--- src/rtl/mc_tap_delay_line.sv ---
// Multi-channel, time-multiplexed FIR tap delay line. Each accepted sample shifts into its
// channel's tap history, and the channel's full tap vector is emitted once per DECIM samples.
module mc_tap_delay_line #(
    parameter int DATA_WIDTH = 8,
    parameter int NUM_TAPS   = 8,
    parameter int NUM_CH     = 4,
    parameter int DECIM      = 1,
    localparam int CH_W      = (NUM_CH > 1) ? $clog2(NUM_CH) : 1
) (
    input  logic                           clk,
    input  logic                           rst,
    input  logic                           flush,
    input  logic                           in_valid,
    output logic                           in_ready,
    input  logic signed [DATA_WIDTH-1:0]   in_data,
    input  logic        [CH_W-1:0]         in_ch,
    output logic                           out_valid,
    input  logic                           out_ready,
    output logic [NUM_TAPS*DATA_WIDTH-1:0] out_taps,
    output logic [CH_W-1:0]                out_ch,
    output logic                           out_primed,
    output logic                           err_ch
);

    localparam int FILL_W = $clog2(NUM_TAPS + 1);
    localparam int PH_W   = (DECIM > 1) ? $clog2(DECIM) : 1;
    localparam logic [FILL_W-1:0] FILL_MAX = FILL_W'(NUM_TAPS);
    localparam logic [PH_W-1:0]   PH_LAST  = PH_W'(DECIM - 1);

    // The oldest tap is never stored: it falls off on the next shift, and the emitted
    // vector is always built from the post-shift history plus the incoming sample.
    logic signed [DATA_WIDTH-1:0] tap_q  [NUM_CH][NUM_TAPS-1];
    logic        [FILL_W-1:0]     fill_q [NUM_CH];
    logic        [PH_W-1:0]       ph_q   [NUM_CH];

    logic                           accept;
    logic                           ch_ok;
    logic                           emit;
    logic                           primed;
    logic [FILL_W-1:0]              sel_fill;
    logic [FILL_W-1:0]              new_fill;
    logic [PH_W-1:0]                sel_ph;
    logic signed [DATA_WIDTH-1:0]   sel_taps [NUM_TAPS-1];
    logic signed [DATA_WIDTH-1:0]   new_taps [NUM_TAPS];
    logic [NUM_TAPS*DATA_WIDTH-1:0] new_flat;

    assign in_ready = ~rst & ~flush & (~out_valid | out_ready);
    assign accept   = in_valid & in_ready;
    assign ch_ok    = {1'b0, in_ch} < (CH_W + 1)'(NUM_CH);

    // NOTE: every always_comb output gets a default before any conditional assignment,
    // otherwise an unmatched channel index would infer a latch.
    always_comb begin
        sel_fill = '0;
        sel_ph   = '0;
        for (int k = 0; k < NUM_TAPS - 1; k++) sel_taps[k] = '0;
        for (int c = 0; c < NUM_CH; c++) begin
            if (in_ch == CH_W'(c)) begin
                sel_fill = fill_q[c];
                sel_ph   = ph_q[c];
                for (int k = 0; k < NUM_TAPS - 1; k++) sel_taps[k] = tap_q[c][k];
            end
        end
    end

    always_comb begin
        new_taps[0] = in_data;
        for (int k = 1; k < NUM_TAPS; k++) new_taps[k] = sel_taps[k-1];
        new_flat = '0;
        for (int k = 0; k < NUM_TAPS; k++) new_flat[k*DATA_WIDTH +: DATA_WIDTH] = new_taps[k];
    end

    assign new_fill = (sel_fill == FILL_MAX) ? FILL_MAX : sel_fill + FILL_W'(1);
    assign primed   = (new_fill == FILL_MAX);
    assign emit     = accept & ch_ok & (sel_ph == PH_LAST);

    // NOTE: the tap store is a register file rather than a RAM because flush must clear
    // every entry in one cycle, so it is reset explicitly like any other state.
    always_ff @(posedge clk) begin
        if (rst || flush) begin
            for (int c = 0; c < NUM_CH; c++) begin
                fill_q[c] <= '0;
                ph_q[c]   <= '0;
                for (int k = 0; k < NUM_TAPS - 1; k++) tap_q[c][k] <= '0;
            end
        end else if (accept && ch_ok) begin
            for (int c = 0; c < NUM_CH; c++) begin
                if (in_ch == CH_W'(c)) begin
                    for (int k = 0; k < NUM_TAPS - 1; k++) tap_q[c][k] <= new_taps[k];
                    fill_q[c] <= new_fill;
                    ph_q[c]   <= (sel_ph == PH_LAST) ? '0 : sel_ph + PH_W'(1);
                end
            end
        end
    end

    // NOTE: sequential state uses non-blocking assignments so every register samples the
    // pre-edge values, independent of statement order.
    always_ff @(posedge clk) begin
        if (rst) begin
            out_valid  <= 1'b0;
            out_taps   <= '0;
            out_ch     <= '0;
            out_primed <= 1'b0;
            err_ch     <= 1'b0;
        end else begin
            err_ch <= accept & ~ch_ok;
            if (flush) begin
                out_valid <= 1'b0;
            end else if (emit) begin
                out_valid  <= 1'b1;
                out_taps   <= new_flat;
                out_ch     <= in_ch;
                out_primed <= primed;
            end else if (out_ready) begin
                out_valid <= 1'b0;
            end
        end
    end

endmodule

--- config.mk ---
export PLATFORM = sky130hd
export DESIGN_NAME = mc_tap_delay_line
export DESIGN_NICKNAME = d
export VERILOG_FILES = /design/src/rtl/mc_tap_delay_line.sv
export SDC_FILE = /design/constraint.sdc
export NUM_CORES = 1
export LEC_CHECK = 0
export ABC_AREA = 1
export BUFFER_PORTS_ARGS = -buffer_cell sky130_fd_sc_hd__buf_4
export CORE_UTILIZATION = 35
export CTS_BUF_LIST = sky130_fd_sc_hd__clkbuf_2
export DETAILED_ROUTE_END_ITERATION = 8
export PLACE_DENSITY_LB_ADDON = 0.05
export SLEW_MARGIN = 20
export SYNTH_ARGS = -nofsm -noshare
export SYNTH_HDL_FRONTEND = slang
export SYNTH_SLANG_ARGS = --single-unit
--- constraint.sdc ---
create_clock -name clk -period 4 [get_ports clk]
set_input_delay 0.6 -clock clk [delete_from_list [all_inputs] [get_ports clk]]
set_output_delay 0.6 -clock clk [all_outputs]
set_load 0.01 [all_outputs]
==> results.py <==
metrics = {
    "die": {
        "fp.dieArea_um2": 36000,
        "core_um2": 34600,
        "rows": 68,
        "io_pins": 85,
        "initial_core_util": 0.356,
        "die_w_um": 190,
        "die_h_um": 190,
    },
    "synth": {
        "synth_top_family_by_area": "simple AND/OR/NAND/NOR gates",
        "yosys_warnings": 0,
        "synthDistinctLibCells": 36,
        "synth_mux_area_frac": 0,
        "synth_fp_nets": 1107,
        "ys_ff_latch": 308,
        "synth_simple_gate_area_frac": 0.161,
        "synth_area_per_cell_um2": 11.3,
        "synthCells": 1090,
        "synth-xor-area-share": 0,
        "syn-cell-area_um2": 12300,
        "synth_compound_area_frac": 0.100,
        "yosysSeqAreaShare": 0.695,
        "synthAdderAreaFrac": 0.00203,
    },
    "timing": {
        "final.min_clock_period_ns": 2.53,
        "tightestPinTransition_ns": 0.863,
        "max_freq_ghz": 0.396,
        "fin_crit_sh": 0.632,
        "rsz0062_at_grt": "no",
        "report.final.setup_viol": 0,
        "drv_slew": 0,
        "fin_skew_ns": 0.0640,
        "whs_ns": 0.247,
        "hold_viol": 0,
        "setup_tns_ns": 0,
        "max_slew_margin": 0.423,
    },
    "pwr": {
        "swShare": 0.258,
        "irDropWorstVdd_mv": 0.213,
        "power_density_nw_per_um2": 458,
        "p_seq_frac": 0.553,
        "power_switching_w": 0.00170,
        "combPwrFrac": 0.071,
        "cellLeakagePower_nw": 5.76,
        "p_total_w": 0.00657,
        "p_clk_frac": 0.376,
        "power.internal_w": 0.00488,
    },
    "routing": {
        "drc": 0,
        "num_vias": 8453,
        "wl_mm": 32.6,
        "ant_nets": 0,
        "wl_per_cell_um": 18.6,
        "drt_first_pass_iters": 5,
        "vias_per_cell": 4.83,
        "drtIter0Drc": 456,
    },
    "placement": {
        "port_buffers": 83,
        "hpwlAfterDp_mm": 17.9,
        "dp_cells": 1584,
        "gp_congestion": 0.741,
    },
    "clock_network": {
        "post_cts_buffers": 0,
        "ctsHtreeMaxLevel": 3,
        "cts_tree": "yes",
        "cts-root-buf": "clkbuf_2",
        "clock_latency_ns": 0.93,
        "clock_path_buffers": 3,
        "cts_sinks": 308,
        "cts_buffers": 83,
        "path_clk_slew_ns": 0.10,
    },
    "global_route": {
        "grt_max_degree": 73,
        "antenna_found_initial": 1,
        "grt_pass1_vias": 8692,
        "grt_pass1_wl_mm": 50.7,
        "grt_usage": 0.188,
        "grt_overflow": 0,
    },
    "setup_path": {
        "cp-end-kind": "flip-flop",
        "cp.arrival_ns": 3.15,
        "critPathRequiredTime_ns": 4.63,
        "critical_path.max_fanout": 27,
        "start_kind": "flip-flop",
        "path_class": "flip-flop to flip-flop",
    },
    "cells_and_area": {
        "fin_nets": 1242,
        "drive_gt1_frac": 0.225,
        "final-instance-count-excl-fill": 1750,
        "area_growth_pct": 16.4,
        "fillers": 3404,
    },
    "run": {
        "cap_violations": 0,
    },
    "worst_hold_path": {
        "hp-class": "input port to flip-flop",
    },
    "status": {
        "outcome": "finished clean",
    },
}
-- Yosys cell counts (all sizes together) --
cell	count	area, um^2
clkinv	1	5.00
o21a	13	97.6
nor2	206	807
and2	1	6.26
o21ai	39	195
a21oi	76	384
nand2	242	928
conb	1	3.75
nand3	39	200
buf	41	289
inv	28	108
dfxtp	68	1360
nand4	4	31.3
ha	2	25.0
clkbuf	28	106
o211ai	28	210
a221oi	16	228
edfxtp	240	7210
a22o	14	123
or2	3	18.8
-- path summary, 6_finish.rpt --
path,startpoint,end,slack [ns],cells after the start
worst min register to register,out_ch[1],out_ch[1],0.47,2
worst max-delay path,out_valid,tap_q[1][12],1.47,8
worst min-delay path,flush,fill_q[1][0],0.25,3
worst max register to register,out_valid,tap_q[1][12],1.47,8
-- sequential cells by signal, indices dropped and copies added (netlist names) --
register,cells
tap_q,224
out_taps,64
fill_q,16
out_ch,2
out_primed,1
out_valid,1
-- cell usage in the layout (no fill, tap or decap), drive strengths merged --
master,synthesis,layout
o211ai,28,28
clkinvlp,0,2
nand3,39,39
ha,2,2
bufinv,0,4
edfxtp,240,240
a21oi,76,76
nand4,4,4
nor2,206,206
dfxtp,68,68
dlygate4sd3,0,11
diode,0,1
o21a,13,13
a221oi,16,16
buf,41,108
clkbuf,28,138
clkinv,1,11
o21ai,39,39
nand2,242,242
inv,28,28
or2,3,3
a22o,14,14
conb,1,1
and2,1,1
-- critical path, cell delays in order (launching register included) --
cell	delay, ns
dfxtp_1	0.34
inv_1	0.04
nor2_1	0.16
nor2_2	0.08
nand2_2	0.08
clkinv_2	0.40
nand2_2	0.62
inv_1	0.30
and2_1	0.23
-- timing repair --
action,4_1_cts,5_1_grt
endpoints found under the hold margin,17,0
hold buffers,11,0
gates resized for setup,0,0
-- through the flow --
stage	util	setup slack (ns)	area, um^2
6_report	0.415	1.47	14400
5_1_grt	0.415	1.26	14400
4_1_cts	0.415	1.42	14400
3_5_place_dp	0.386	0.937	13400
3_3_place_gp	0.386	0.930	13400
2_1_floorplan	-	0.677	12300
-- logic make-up after synthesis --
| kind of cell | Yosys count |
|---|---|
| AO/OA/AOI/OAI | 186 |
| adder cells (fa/ha/maj) | 2 |
| AND/OR/NAND/NOR | 495 |
| buffers and inverters | 98 |
| flip-flops | 308 |
| other | 1 |
-- area by class of cell --
cell class                      count  area [um^2]  area share
Timing Repair Buffer              119          971      0.0676
Sequential cell                   308         8570       0.597
Multi-Input combinational cell    684         3270       0.228
Tap cell                          455          569      0.0397
Clock buffer                      138          691      0.0481
Inverter                           29          114     0.00793
Antenna cell                        1         2.50    0.000174
Clock inverter                     16          173      0.0120
-- layer usage --
metal | up-vias | GRT usage | routed length, um
met3 | 54 | 0.0360 | 1270
li1 | 4117 | - | -
met4 | 0 | 0.0645 | 607
met5 | - | 0 | 0
met1 | 4095 | 0.237 | 14800
met2 | 187 | 0.321 | 16000
-- power by group through the flow --
| stage | Sequential, W | Clock (W) | Combinational [W] |
|---|---|---|---|
| 6_report | 0.00363 | 0.00247 | 0.000467 |
| 5_1_grt | 0.00365 | 0.00273 | 0.000522 |
| 4_1_cts | 0.00364 | 0.00258 | 0.000483 |
| 3_5_place_dp | 0.00371 | 0 | 0.000473 |
| 3_3_place_gp | 0.00371 | 0 | 0.000472 |
| 2_1_floorplan | 0.00371 | 0 | 0.000278 |
Note: power is estimated with default switching activity, not from simulation.
